### config.mk
export PLATFORM = sky130hd
export DESIGN_NAME = tc_a_sched
export DESIGN_NICKNAME = d
export VERILOG_FILES = /design/src/rtl/tc_pkg.sv /design/src/rtl/tc_tag_pipe.sv /design/src/rtl/tc_a_sched.sv
export SDC_FILE = /design/constraint.sdc
export NUM_CORES = 1
export LEC_CHECK = 0
export BUFFER_PORTS_ARGS = -buffer_cell sky130_fd_sc_hd__buf_4
export CAP_MARGIN = 40
export CORE_AREA = 3 3 217 219
export CTS_BUF_LIST = sky130_fd_sc_hd__clkbuf_8
export DETAILED_ROUTE_END_ITERATION = 6
export DIE_AREA = 0 0 220 222
export PLACE_DENSITY = 0.31
export RECOVER_POWER = 25
export SYNTH_ARGS = -nofsm -noshare
export SYNTH_HDL_FRONTEND = slang
export SYNTH_SLANG_ARGS = --single-unit
export TNS_END_PERCENT = 5
### constraint.sdc
create_clock -name clk -period 3 [get_ports clk]
set_input_delay 0.15 -clock clk [delete_from_list [all_inputs] [get_ports clk]]
set_output_delay 0.15 -clock clk [all_outputs]
set_load 0.02 [all_outputs]
### src/rtl/tc_pkg.sv
// Shared types and defaults for the tensor-core A-operand sequencer.
package tc_pkg;

  localparam int unsigned NumTileDef   = 16;
  localparam int unsigned DwDataDef    = 16;
  localparam int unsigned TagPipeDepth = 2;

  typedef enum logic [1:0] {
    StIdle,
    StRun,
    StDrain,
    StDone
  } state_e;

  typedef struct packed {
    logic valid;
    logic first;
    logic last;
  } tag_t;

endpackage

### src/rtl/tc_tag_pipe.sv
// Fixed-latency shift register carrying per-beat tags alongside the A data.
module tc_tag_pipe
  import tc_pkg::*;
#(
  parameter int unsigned Depth = 2
) (
  input  logic clk,
  input  logic reset,
  input  logic clear,
  input  tag_t push_tag,
  output tag_t head_tag,
  output logic pending
);

  tag_t stage_q [Depth];

  always_ff @(posedge clk) begin
    if (reset || clear) begin
      for (int unsigned i = 0; i < Depth; i++) begin
        stage_q[i] <= '0;
      end
    end else begin
      stage_q[0] <= push_tag;
      for (int unsigned i = 1; i < Depth; i++) begin
        stage_q[i] <= stage_q[i-1];
      end
    end
  end

  assign head_tag = stage_q[Depth-1];

  // The head stage leaves on the next edge, so only earlier stages keep the pipe occupied.
  always_comb begin
    pending = 1'b0;
    for (int unsigned i = 0; i + 1 < Depth; i++) begin
      pending = pending | stage_q[i].valid;
    end
  end

endmodule

### src/rtl/tc_a_sched.sv
// A-operand sequencer: walks a GEMM tile command over the A buffer and tags each beat.
// Optional stall counter port enabled by defining TC_A_SCHED_PERF_EN.
module tc_a_sched
  import tc_pkg::*;
#(
  parameter int unsigned NUM_TILE = NumTileDef,
  parameter int unsigned DW_DATA  = DwDataDef,
  parameter int unsigned N_PE     = 4,
  parameter int unsigned ADDR_W   = 8,
  parameter int unsigned CNT_W    = 8
) (
  input  logic                        clk,
  input  logic                        reset,
  input  logic                        cmd_valid,
  output logic                        cmd_ready,
  input  logic [ADDR_W-1:0]           cmd_base,
  input  logic [CNT_W-1:0]            cmd_ksteps,
  input  logic [CNT_W-1:0]            cmd_mtiles,
  input  logic                        pe_ready,
  output logic                        buf_rd_en,
  output logic [ADDR_W-1:0]           buf_rd_addr,
  input  logic [NUM_TILE*DW_DATA-1:0] buf_rd_data,
  output logic [NUM_TILE*DW_DATA-1:0] dn_in_a,
  output logic                        dn_valid,
  output logic                        acc_clear,
  output logic                        acc_last,
  output logic                        busy,
`ifdef TC_A_SCHED_PERF_EN
  output logic [31:0]                 perf_stall_cycles,
`endif
  output logic                        done
);

  if (N_PE == 0) begin : g_bad_n_pe
    $error("N_PE must be nonzero");
  end

  state_e              state_q, state_d;
  logic [ADDR_W-1:0]   addr_q, addr_d;
  logic [CNT_W-1:0]    k_q, k_d;
  logic [CNT_W-1:0]    m_q, m_d;
  logic [CNT_W-1:0]    ksteps_q, ksteps_d;
  logic [CNT_W-1:0]    mtiles_q, mtiles_d;

  logic accept;
  logic issue;
  logic k_last;
  logic m_last;
  logic pipe_pending;
  tag_t push_tag;
  tag_t head_tag;

  assign cmd_ready = (state_q == StIdle);
  assign busy      = ~cmd_ready;
  assign accept    = cmd_valid & cmd_ready;
  assign issue     = (state_q == StRun) & pe_ready;
  assign k_last    = (k_q == ksteps_q - CNT_W'(1));
  assign m_last    = (m_q == mtiles_q - CNT_W'(1));

  assign buf_rd_en   = issue;
  assign buf_rd_addr = addr_q;
  assign dn_in_a     = buf_rd_data;

  always_comb begin
    state_d  = state_q;
    addr_d   = addr_q;
    k_d      = k_q;
    m_d      = m_q;
    ksteps_d = ksteps_q;
    mtiles_d = mtiles_q;
    done     = 1'b0;
    unique case (state_q)
      StIdle: begin
        if (cmd_valid) begin
          ksteps_d = cmd_ksteps;
          mtiles_d = cmd_mtiles;
          addr_d   = cmd_base;
          k_d      = '0;
          m_d      = '0;
          if (cmd_ksteps == '0 || cmd_mtiles == '0) begin
            state_d = StDrain;
          end else begin
            state_d = StRun;
          end
        end
      end
      StRun: begin
        // Row-major walk: the address simply advances by one per issue.
        if (pe_ready) begin
          addr_d = addr_q + ADDR_W'(1);
          if (k_last) begin
            k_d = '0;
            m_d = m_q + CNT_W'(1);
            if (m_last) begin
              state_d = StDrain;
            end
          end else begin
            k_d = k_q + CNT_W'(1);
          end
        end
      end
      StDrain: begin
        if (!pipe_pending) begin
          state_d = StDone;
        end
      end
      StDone: begin
        done    = 1'b1;
        state_d = StIdle;
      end
      default: state_d = StIdle;
    endcase
  end

  always_ff @(posedge clk) begin
    if (reset) begin
      state_q  <= StIdle;
      addr_q   <= '0;
      k_q      <= '0;
      m_q      <= '0;
      ksteps_q <= '0;
      mtiles_q <= '0;
    end else begin
      state_q  <= state_d;
      addr_q   <= addr_d;
      k_q      <= k_d;
      m_q      <= m_d;
      ksteps_q <= ksteps_d;
      mtiles_q <= mtiles_d;
    end
  end

  always_comb begin
    push_tag       = '0;
    push_tag.valid = issue;
    push_tag.first = issue & (k_q == '0);
    push_tag.last  = issue & k_last;
  end

  tc_tag_pipe #(
    .Depth(TagPipeDepth)
  ) u_tag_pipe (
    .clk      (clk),
    .reset    (reset),
    .clear    (accept),
    .push_tag (push_tag),
    .head_tag (head_tag),
    .pending  (pipe_pending)
  );

  assign dn_valid  = head_tag.valid;
  assign acc_clear = head_tag.first;
  assign acc_last  = head_tag.last;

`ifdef TC_A_SCHED_PERF_EN
  logic [31:0] stall_q;

  always_ff @(posedge clk) begin
    if (reset || accept) begin
      stall_q <= '0;
    end else if (state_q == StRun && !pe_ready && stall_q != '1) begin
      stall_q <= stall_q + 32'd1;
    end
  end

  assign perf_stall_cycles = stall_q;
`endif

endmodule
### After elaboration in Yosys (flattened, before gate mapping)

Memory sizes are Yosys's and may differ from the RTL's.
Index checks and enable logic that the tools add are counted.

* add/sub/neg operators: 5
* eq/ne operators: 10
* mux-type cells: 23
* bitwise gates (word level): 7
* reductions and logical operators: 11

Operators with widths (number)
* two-way mux 8 bit: 7
* case mux 8 bit (2 select lines): 3
* adder 8 x 1 -> 8 bit (second input constant): 3
* zero test 8 bit: 3
* equality test 8 bit: 2
* subtractor 8 x 1 -> 8 bit (second input constant): 2
* two-way mux 2 bit: 6
* inequality test 2 bit (second input constant): 5
* case mux 2 bit (4 select lines): 1
* two-way mux 3 bit: 2
* AND reduction 5 bit: 1
* bitwise AND 1 bit: 4
* equality test 2 bit (second input constant): 2
* two-way mux 1 bit: 4
* AND reduction 4 bit: 1
* AND reduction 3 bit: 1
* equality test 2 x 1 -> 1 bit (second input constant): 1
* zero test 2 bit: 1
* logical OR 1 bit: 2
* bitwise OR 1 bit: 2
* AND reduction 2 bit: 1
* nonzero test 2 bit: 1
* NOT 1 bit: 1

* register bits after elaboration: 42
* bits in writable memories: 6
* output and inout bits: 271
* logic and storage cells: 63
* memories: 1

Memories
* u_tag_pipe.stage_q: depth 2, width 3, rd ports 2, clocked after memory_dff 0, write ports 2, line tc_tag_pipe.sv:15 `tag_t stage_q [Depth];`

### Logic depth before layout (Yosys ltp)

* depth in word-level cells: 6
* gate-level depth with buffers: 9
* depth with buffers taken out: 8

### By module

A second synthesis with hierarchy kept.

* cell total of the unflattened synthesis: 599
* area total of the unflattened synthesis: 4674.5 um2

Modules (own cells, without submodules)
* tc_a_sched: instances 1, cells an instance 584, area an instance 4486.8 um2, seq. area each 840.8 um2
* tc_tag_pipe: instances 1, cells an instance 15, area an instance 187.7 um2, seq. area each 120.1 um2

### Least setup slack after synthesis

No wires, ideal clock.

* path type: reg-to-reg
* start point: register ksteps_q[0]
* end point: register state_q[1]
* library setup time: 123 ps
* arrival: 2392 ps
* path slack: 485 ps
* cell stages (with the launch flop): 7
* buffers on the path: 0
* period minus slack after synthesis: 2515 ps
* cell sequence: dfxtp_1 > or4_4 > or4_1 > nand3_1 > o2111ai_4 > o31a_1 > mux2_1

* word-level cells in the longest chain between the ends: 4

Ends and longest elaborated chain
* start: declaration: line tc_a_sched.sv:42 `logic [CNT_W-1:0] ksteps_q, ksteps_d;`
* start signal: assignment: line tc_a_sched.sv:128 `ksteps_q <= ksteps_d;`
* subtractor 8 x 1 -> 8 bit: line tc_a_sched.sv:57 `assign k_last = (k_q == ksteps_q - CNT_W'(1));`
* equality test 8 bit: line tc_a_sched.sv:57
* inequality test 2 bit (no line)
* AND reduction 5 bit (no line)
* end signal: assignment: line tc_a_sched.sv:117 `state_q <= StIdle;`
* end signal: assignment: line tc_a_sched.sv:124 `state_q <= state_d;`
* end: declaration: line tc_a_sched.sv:38 `state_e state_q, state_d;`

No other way between the ends.
A chain may end at the register's enable or synchronous reset.

### Worst setup path after layout

Same ends and word-level chain as after synthesis.

==> flow_summary.ini <==
[power]
seqPwrFrac_pct = 33.3
p_int_mw = 1.46
pwr-share-clk_pct = 17.2
combPwrFrac_pct = 49.5
p_per_area_nw_per_um2 = 688
p_sw_share_pct = 45.8
p_switching_mw = 1.23
peakVddDrop_mv = 0.190
power_leakage_nw = 1.28
total_power_mw = 2.69

[timing]
worst_pin_slew_ps = 619
fin_crit_ps = 2570
max_slew_margin_pct = 58.4
rsz0062_at_grt = no
setup_viol = 0
fin_crit_sh_pct = 85.6
finalClockSkew_ps = 16.0
hold_viol = 0
finalSetupTns_ps = 0
fmax_mhz = 389
finalMaxSlewViolations = 0

[global_route]
grt.total_usage_pct = 5.61
grt_max_degree = 41
grt_pass1_vias = 2997
antenna_found_initial = 1
gr-total-overflow = 0
grt_pass1_wl_um = 19700

[layout]
finalNetCount = 680
final-seq-area_um2 = 961
synthToLayoutAreaGrowth_pct = -16.5
fillers = 5339
diodes = 0
multiInputGateArea_um2 = 1680
layout-drive-gt1-share_pct = 16.5

[run_status]
status = completed

[clocking]
h-tree-depth = 2
ctsResizeCount = 0
cts.sinks = 48
cts_setup_buffers = 0
insertion_delay_ps = 340
holdBufCountCts = 0
numCtsBuffers = 5
cts_tree = built
clk_pin_slew_ps = 110
clk_path_buf_depth = 2
clock-root-buffer = clkbuf_8

[setup_path]
worst-path-max-fanout = 5
r2r_start = ksteps_q[0]$_SDFFE_PP0P_
critPathKind = flop to flop
cp-end-kind = flop
r2r_slack_ps = 430
crit_start = ksteps_q[0]$_SDFFE_PP0P_
cp-start-kind = flop
cp_data_arrival_time_ps = 2810
required_ps = 3240

[hold_path]
min_from = cmd_mtiles[3]
hp-class = primary input to flop

[floorplan]
initial_core_util_pct = 10.3
die_height_um = 222
core-area_um2 = 45300
die_width_um = 220
rows = 78
die_area_um2 = 48800
boundaryPins = 555

[yosys]
postSynthAreaPerCell_um2 = 7.74
synth_cell_types = 50
ys.flop_type = dfxtp_1
syn_inst = 604
synth.area.top_cells = buf_4, dfxtp_1, nand2_1, a21oi_1, xnor2_1
ys_ff_latch = 48
synth-warning-count = 0
yosys.area.top_type_share_pct = 41.1
synth_nets = 898
yosysTopAreaCell = buf_4
yosysSeqAreaShare_pct = 20.6
synth-edff-count = 0
netlist_area_um2 = 4670
async_reset_ff_share_pct = 0

[place]
port_buffers = 42
routabilityCongestion = 0.676
dpl.hpwl_um = 11400

[detailed_routing]
wirelength_um = 14200
first_pass_iters = 4
vias = 2920
drt_iter0_drc = 105
post_drt_wl_per_cell_um = 14.4
routed_via_density = 2.96
antenna_left = 0
drc = 0

[flow_run]
cap_violations = 0
## per-layer routing
layer  vias up  GRT usage [%]  wire, um
li1       1308              -         -
met3       130           3.56      1950
met1      1262           5.63      5270
met5         -          0.808        67
met2       216           7.99      5710
met4         4           4.80      1240
## layout make-up
cell class,instances,share of cell area [%]
inverters,12,1.15
flip-flops and latches,48,24.6
clock buffers,6,2.12
well taps,600,19.2
repair buffers,49,9.42
multi-input cells,270,43.1
clock inverters,2,0.353
## metrics by stage
stage	setup slack [ps]	hold WS [ps]	instances	area, um2	utilization, %
6_report	431	60.3	987	3900	8.62
5_1_grt	239	48.3	987	3900	8.62
3_5_place_dp	411	300	979	3810	8.41
3_3_place_gp	430	300	978	3800	8.39
2_1_floorplan	485	286	604	4670	-
4_1_cts	395	32.6	987	3900	8.62
## critical path: stages (launching register included)
cell,delay (ps)
dfxtp_1,370
or4_4,570
or4_1,520
nand3_1,160
o2111ai_4,150
o31a_1,380
mux2_1,320
## cell usage after synthesis, types with 2 or more instances
cell	count
a21oi_1	29
a22o_1	2
dfxtp_1	48
o22ai_1	2
xor2_1	7
nor3_1	14
or2_2	2
o31ai_1	3
nand2b_1	7
xnor2_1	15
nor2_1	21
o211ai_1	2
ha_1	10
buf_4	256
o31a_1	2
a311oi_1	3
and3_1	6
nand2_1	58
nand3_1	6
and2_1	9
mux2i_1	9
nor4b_1	2
a211oi_1	3
inv_1	11
o21ai_0	9
a31oi_1	4
or4_1	3
clkbuf_1	17
nand4_1	9
a22oi_1	6
nor4_1	6
nor2b_1	5
## worst paths after layout
kind	endpoint	cells past startpoint
max	state_q[1]$_SDFFE_PP0P_	6
min	mtiles_q[3]$_SDFFE_PP0P_	3
max reg2reg	state_q[1]$_SDFFE_PP0P_	6
min reg2reg	u_tag_pipe.stage_q[0][4]$_SDFF_PP0_	1
## sequential cells by signal, indices dropped and copies added, names as in the netlist
register,count
buf_rd_addr,8
ksteps_q,8
m_q,8
mtiles_q,8
state_q,2
u_tag_pipe.stage_q,6
k_q,8
## layout by cell type (no fill, tap or decap), types with 7 or more instances in the layout
cell type  Yosys  layout
nand2_1       58      58
buf_4        256      49
dfxtp_1       48      48
a21oi_1       29      29
nor2_1        21      21
xnor2_1       15      15
nor3_1        14      13
inv_1         11      11
ha_1          10      10
and2_1         9       9
o21ai_0        9       9
nand4_1        9       9
mux2i_1        9       9
nand2b_1       7       7
xor2_1         7       7
## logic make-up (layout without fill, tap and decap cells)
kind of cell	after synthesis	in the layout	share of synthesized area, %
compound gates	74	74	10.6
xor+xnor	22	22	4.12
fa+ha+maj	10	10	2.68
buf+inv	286	69	43.5
flops	48	48	20.6
mux	10	10	2.17
simple gates	154	154	16.3
## power groups by stage
| stage | clock network, mW | logic [mW] | registers, mW |
|---|---|---|---|
| CTS | 0.506 | 1.38 | 0.896 |
| finish | 0.463 | 1.33 | 0.894 |
| detailed placement | 0 | 1.37 | 0.909 |
| floorplan | 0 | 1.35 | 0.904 |
| global route | 0.514 | 1.52 | 0.919 |
| global placement | 0 | 1.37 | 0.914 |
Power figures use the tool's default switching activity.
